--- config.mk ---
export PLATFORM = sky130hd
export DESIGN_NAME = pipe_alu_regfile
export DESIGN_NICKNAME = d
export VERILOG_FILES = /design/src/rtl/pipe_alu_regfile.sv
export SDC_FILE = /design/constraint.sdc
export NUM_CORES = 2
export LEC_CHECK = 0
export CAP_MARGIN = 20
export CORE_UTILIZATION = 42
export DETAILED_ROUTE_END_ITERATION = 16
export GPL_TIMING_DRIVEN = 0
export PLACE_DENSITY = 0.67
export SLEW_MARGIN = 20
export SYNTH_ARGS = -nofsm -noshare
export SYNTH_HDL_FRONTEND = slang
export SYNTH_SLANG_ARGS = --single-unit
export TNS_END_PERCENT = 5
--- constraint.sdc ---
create_clock -name clk -period 78.3 [get_ports clk]
set_input_delay 15.66 -clock clk [delete_from_list [all_inputs] [get_ports clk]]
set_output_delay 15.66 -clock clk [all_outputs]
set_load 0.01 [all_outputs]
--- src/rtl/pipe_alu_regfile.sv ---
// Two-stage register-file/ALU datapath: issue reads operands (with retire forwarding),
// execute computes result and flags, retirement writes back ALU result or external data.
module pipe_alu_regfile #(
  parameter int DW      = 32,
  parameter int AW      = 5,
  parameter int R0_ZERO = 1
) (
  input  logic          clk,
  input  logic          rst,
  input  logic          in_valid,
  output logic          in_ready,
  input  logic [3:0]    alu_op,
  input  logic [AW-1:0] r_addr_a,
  input  logic [AW-1:0] r_addr_b,
  input  logic [AW-1:0] w_addr,
  input  logic          write_reg,
  input  logic          write_f,
  input  logic [DW-1:0] w_data,
  output logic          out_valid,
  input  logic          out_ready,
  output logic [DW-1:0] f,
  output logic          zf,
  output logic          of,
  output logic          cf,
  input  logic [AW-1:0] dbg_addr,
  output logic [DW-1:0] dbg_data
);
  localparam int NREG = 2**AW;
  localparam int SW   = $clog2(DW);

  logic [DW-1:0] regs [NREG];

  logic          e_valid;
  logic [3:0]    e_op;
  logic [DW-1:0] e_a, e_b, e_wdata;
  logic [AW-1:0] e_waddr;
  logic          e_wreg, e_wf;

  logic          issue, retire, wb_en;
  logic [DW-1:0] wb_val, op_a, op_b, f_c;
  logic [DW:0]   sum, diff;
  logic [SW-1:0] sh;
  logic          of_c, cf_c;

  assign in_ready  = !e_valid || out_ready;
  assign issue     = in_valid && in_ready;
  assign retire    = e_valid && out_ready;
  assign out_valid = e_valid;
  assign f         = f_c;
  assign dbg_data  = regs[dbg_addr];

  assign wb_en  = retire && e_wreg && !((R0_ZERO != 0) && (e_waddr == '0));
  assign wb_val = e_wf ? f_c : e_wdata;

  // Operand read sees the write retiring on the same edge; r0 pinned to zero when enabled.
  always_comb begin
    op_a = regs[r_addr_a];
    if (wb_en && (e_waddr == r_addr_a)) op_a = wb_val;
    if ((R0_ZERO != 0) && (r_addr_a == '0)) op_a = '0;
    op_b = regs[r_addr_b];
    if (wb_en && (e_waddr == r_addr_b)) op_b = wb_val;
    if ((R0_ZERO != 0) && (r_addr_b == '0)) op_b = '0;
  end

  assign sum  = {1'b0, e_a} + {1'b0, e_b};
  assign diff = {1'b0, e_a} - {1'b0, e_b};
  assign sh   = e_a[SW-1:0];

  always_comb begin
    f_c  = '0;
    of_c = 1'b0;
    cf_c = 1'b0;
    case (e_op)
      4'd0:  f_c = e_a & e_b;
      4'd1:  f_c = e_a | e_b;
      4'd2:  f_c = e_a ^ e_b;
      4'd3:  f_c = ~(e_a | e_b);
      4'd4: begin
        f_c  = sum[DW-1:0];
        cf_c = sum[DW];
        of_c = (e_a[DW-1] == e_b[DW-1]) && (sum[DW-1] != e_a[DW-1]);
      end
      4'd5: begin
        f_c  = diff[DW-1:0];
        cf_c = diff[DW];
        of_c = (e_a[DW-1] != e_b[DW-1]) && (diff[DW-1] != e_a[DW-1]);
      end
      4'd6:  f_c = {{(DW-1){1'b0}}, ($signed(e_a) < $signed(e_b))};
      4'd7:  f_c = {{(DW-1){1'b0}}, (e_a < e_b)};
      4'd8:  f_c = e_b << sh;
      4'd9:  f_c = e_b >> sh;
      4'd10: f_c = $signed(e_b) >>> sh;
      4'd11: f_c = e_b;
      default: f_c = '0;
    endcase
  end

  always_ff @(posedge clk or posedge rst) begin
    if (rst) begin
      e_valid <= 1'b0;
      e_op    <= '0;
      e_a     <= '0;
      e_b     <= '0;
      e_wdata <= '0;
      e_waddr <= '0;
      e_wreg  <= 1'b0;
      e_wf    <= 1'b0;
      zf      <= 1'b0;
      of      <= 1'b0;
      cf      <= 1'b0;
    end else begin
      if (issue) begin
        e_valid <= 1'b1;
        e_op    <= alu_op;
        e_a     <= op_a;
        e_b     <= op_b;
        e_wdata <= w_data;
        e_waddr <= w_addr;
        e_wreg  <= write_reg;
        e_wf    <= write_f;
      end else if (retire) begin
        e_valid <= 1'b0;
      end
      if (retire) begin
        zf <= (f_c == '0);
        of <= of_c;
        cf <= cf_c;
      end
    end
  end

  always_ff @(posedge clk or posedge rst) begin
    if (rst) begin
      for (int i = 0; i < NREG; i++) regs[i] <= '0;
    end else if (wb_en) begin
      regs[e_waddr] <= wb_val;
    end
  end
endmodule
## Word-level counts from Yosys, hierarchy flattened

Index checks and enable logic that the tools add are counted.

| operators by class | value |
|---|---|
| equality and inequality tests | 17 |
| $mul | 0 |
| reductions and logical operators | 18 |
| bitwise gates (word level) | 8 |
| $lt $le $gt $ge | 7 |
| add/subtract/negate cells | 2 |
| mux-type cells | 22 |
| shift-type cells | 3 |
| divide/modulo/power cells | 0 |

Operator list:

| kind | number |
|---|---|
| bitwise mux 1024 bit | 1 |
| binary-select mux 32 bit (select 5 bit) | 3 |
| 2-to-1 mux 32 bit | 12 |
| case mux 32 bit (12 select lines) | 1 |
| demux 32 bit (select 5 bit) | 1 |
| less-than comparator 32 bit | 2 |
| adder 32 x 32 -> 33 bit | 1 |
| subtractor 32 x 32 -> 33 bit | 1 |
| AND 32 bit | 1 |
| zero test 32 bit | 1 |
| NOT 32 bit | 1 |
| bitwise OR 32 bit | 1 |
| << shifter 32 x 5 -> 32 bit | 1 |
| right shift 32 x 5 -> 32 bit | 1 |
| >>> shifter 32 x 5 -> 32 bit | 1 |
| XOR 32 bit | 1 |
| >= comparator 6 bit, second input constant | 4 |
| NOT 5 -> 6 bit | 4 |
| equality test 4 x 3 -> 1 bit, second input constant | 4 |
| equality test 4 bit, second input constant | 4 |
| zero test 5 bit | 3 |
| equality test 5 bit | 2 |
| logical AND 1 bit | 9 |
| equality test 4 x 2 -> 1 bit, second input constant | 2 |
| 10 further kinds | 15 |

| storage, ports and cells | value |
|---|---|
| bits in registers | 1135 |
| bits in read-only memories | 0 |
| memories kept | 0 |
| latch bits | 0 |
| RAM bits | 0 |
| bits of input ports | 62 |

## Longest topological paths before layout

| logic depth | value |
|---|---|
| word-level depth | 6 |
| gate-level depth with buffers | 22 |
| depth with buffers taken out | 16 |

## Least setup slack after synthesis

No wires, ideal clock.

| path | value |
|---|---|
| path kind | in2out |
| start | input port dbg_addr[0] |
| end | output port dbg_data[14] |
| data arrival time | 18.188 ns |
| stages on the path | 6 |
| path buffers | 3 |
| path slack | 44.452 ns |
| cells stage by stage | clkbuf_1 -> buf_1 -> buf_1 -> mux4_2 -> mux4_2 -> mux2_2 |

| on the way | value |
|---|---|
| word-level cells in the longest chain between the ends | 4 |

RTL lines:

| what | line | text |
|---|---|---|
| start, declared | 25 | `input logic [AW-1:0] dbg_addr,` |
| NOT 5 -> 6 bit (not written as such) | 50 | `assign dbg_data = regs[dbg_addr];` |
| binary-select mux 32 bit (select 5 bit) | 50 |  |
| 2-to-1 mux 32 bit (not written as such) (2 in series) | 50 |  |
| end, declared | 26 | `output logic [DW-1:0] dbg_data` |

No other way between the ends. The select of a mux whose other input is x is not followed.

## Final worst setup path

| path | value |
|---|---|
| start | input port dbg_addr[0] |
| end | output port dbg_data[2] |

Same word-level chain as after synthesis.

==> results.sh <==
export IMPL_status="finished clean"
export IMPL_startpoint="dbg_addr[0]"
export IMPL_hold_start="of$_DFFE_PP0P_"
export IMPL_avgSynthCellArea_um2=11.34
export IMPL_routed_via_count=67270
export IMPL_ys_seq_elements=1135
export IMPL_fin_tns_setup_ns=0
export IMPL_required_ns=62.64
export IMPL_antenna_left=0
export IMPL_overflow=0
export IMPL_drt_wirelength_per_cell_um=38.82
export IMPL_hold_viol_final=0
export IMPL_setup_violations_final=0
export IMPL_ys_seq_area_frac=0.3815
export IMPL_rsz0062_at_grt="no"
export IMPL_cts_sinks=1135
export IMPL_maxCapViolCount=0
export IMPL_post_cts_buffers=0
export IMPL_ys_async_sr_fraction=1.000
export IMPL_hold_buffers=0
export IMPL_synth_edf_count=0
export IMPL_worstSetupPathType="input pin to output pin"
export IMPL_ys_warnings_count=0
export IMPL_die_h_um=423.0
export IMPL_area_growth_pct=12.44
export IMPL_r2r_start="e_a[1]$_DFFE_PP0P_"
export IMPL_cp_max_fo=10
export IMPL_skew_ns=0.05947
export IMPL_cts_buffer_depth=3
export IMPL_final_layout_size_suffix_gt1_frac=0.2333
export IMPL_p_per_area_nw_per_um2=30.92
export IMPL_pin_count=131
export IMPL_crit_arrival_ns=20.51
export IMPL_portBuffers=119
export IMPL_drcViolationCount=0
export IMPL_grt_pass1_vias=65210
export IMPL_cts_clk_slew_worst_paths_ns=0.05
export IMPL_grt_use_total=0.3982
export IMPL_std_cell_rows=154
export IMPL_finalCritPeriodShare=0.4620
export IMPL_p_total_uw=2589
export IMPL_routabilityCongestion=1.098
export IMPL_worst_pin_slew_ns=1.369
export IMPL_synth_cell_type_count=91
export IMPL_postCtsResizedCells=0
export IMPL_cts_htree_levels=4
export IMPL_final_nets=7015
export IMPL_die_x_um=423.0
export IMPL_cts_made_buffers=131
export IMPL_relSlewSlack=0.08735
export IMPL_finalCriticalPeriod_ns=36.17
export IMPL_syn_cell_area_um2=74460
export IMPL_p_leak_uw=0.03333
export IMPL_via_per_inst=7.231
export IMPL_end_kind="output pin"
export IMPL_ir_worst_vdd_uv=22.36
export IMPL_cts_tree="built"
export IMPL_ys_flop_type="dfrtp_1"
export IMPL_grt_max_degree=104
export IMPL_worstSetupStartpointType="input pin"
export IMPL_hpwl_mm=269.9
export IMPL_syn_inst=6567
export IMPL_wl_mm=361.2
export IMPL_root_buffer="clkbuf_16"
export IMPL_insertion_delay_ns=0.84
export IMPL_clock_fmax_ghz=0.02764
export IMPL_min_path_type="register to register"
export IMPL_slew_violations=0
export IMPL_drt_iter0_markers=12470
export IMPL_drtPass1Iterations=11
export IMPL_grt_pass1_wl_mm=497.3
export IMPL_antenna_found_initial=26
export IMPL_initial_utilization=0.4228
export IMPL_die_area_um2=179000
export IMPL_synth_nets=6728
export IMPL_core_area_um2=176100
[power breakdown]
| group | internal [µW] | leakage, µW | switching [µW] | total (µW) |
|---|---|---|---|---|
| combinational | 423 | 0.0158 | 680 | 1100 |
| sequential | 715 | 0.0155 | 140 | 855 |
| clock | 352 | 0.00209 | 280 | 632 |
| total | 1490 | 0.0333 | 1100 | 2590 |
[through the flow]
step / hold slack [ns] / cells / utilization / cell area [µm²] / setup WS (ns)
floorplan: 0.4580 / 6567 / - / 74460 / 30.68
global placement: 0.4644 / 9026 / 0.4462 / 78580 / 17.50
detailed placement: 0.4661 / 9053 / 0.4501 / 79270 / 42.45
CTS: 0.4797 / 9284 / 0.4745 / 83560 / 42.44
global route: 0.5062 / 9292 / 0.4752 / 83690 / 42.22
finish: 0.4772 / 9303 / 0.4754 / 83720 / 42.13
[cells by family after synthesis]
group | synth area share
AO/OA/AOI/OAI | 0.1272
AND/OR/NAND/NOR | 0.08767
multiplexers | 0.3405
flip-flops | 0.3815
buffers and inverters | 0.04458
adder cells (fa/ha/maj) | 0.01684
XOR/XNOR | 0.001765
[area by class of cell]
class / count / area (µm²)
Antenna cell: 11 / 27.53
Buffer: 721 / 3064
Fill cell: 16070 / 92390
Tap cell: 2340 / 2928
Clock buffer: 182 / 3754
Inverter: 105 / 401.6
Timing Repair Buffer: 154 / 1788
Multi-Input combinational cell: 4606 / 42810
Sequential cell: 1135 / 28400
Clock inverter: 49 / 541.8
[final timing paths]
kind,end,slack [ns],depth (start not counted)
min in group asynchronous,regs[450]$_DFFE_PP0P_,15.23,2
worst max-delay path,dbg_data[2],42.13,8
worst min-delay path,of$_DFFE_PP0P_,0.48,2
worst max register to register,regs[57]$_DFFE_PP0P_,70.20,19
max in group asynchronous,regs[210]$_DFFE_PP0P_,60.48,7
worst min register to register,of$_DFFE_PP0P_,0.48,2
[critical path: stages]
cell and delay [ns]:
clkbuf_1 0.30, clkbuf_1 1.00, buf_1 0.83, clkbuf_1 0.90, mux4_2 0.45, mux4_2 0.52, mux2_2 0.33, clkdlybuf4s50_1 0.49
[synth_stat cells (32+ instances only)]
cell type  count  area [µm²]
mux2i_1       92       920.9
a22oi_1       32       240.2
a21oi_1      116       580.6
ha_1          97        1214
o21ai_0     1132        5665
buf_1         85       319.1
a22o_1        61       534.3
mux4_2       992       22340
nand3_1       42       210.2
inv_1        100       375.4
o211ai_1      33       247.7
dfrtp_1     1135       28400
nor2_1       135       506.7
nor3_1        44       220.2
clkbuf_1     582        2185
nand2_1     1244        4669
mux2_2       172        1937
[layout by cell type, fill, tap and decap left out, types with 21 or more instances in the layout]
cell             count
nand2b_1            24
nand2_1           1244
mux2i_1             81
inv_1               99
buf_1               43
mux2_2             172
nand3_1             42
clkbuf_2            79
mux4_2             992
clkbuf_16          134
o21ai_0           1128
nor2_1             135
buf_2               61
a22o_1              61
a22oi_1             32
o211ai_1            33
a21oi_1            116
nor3_1              41
clkbuf_8            22
clkbuf_1           539
clkdlybuf4s50_1    119
ha_1                97
clkinv_2            21
dfrtp_1           1135
buf_6               24
[state kept, by name (all words and copies together) (netlist names)]
register,flops
cf,1
e_a,32
e_b,32
e_op,4
e_waddr,5
e_wdata,32
e_wf,1
e_wreg,1
of,1
out_valid,1
regs,1024
zf,1
[per-layer routing]
metal	global-route usage	vias up	share of wire
met4	0.2963	32	0.093
li1	-	25390	-
met2	0.5780	6362	0.43
met3	0.1832	1771	0.16
met5	0.01425	-	0.0012
met1	0.4589	33710	0.32
Note: power is estimated with default switching activity, not from simulation.
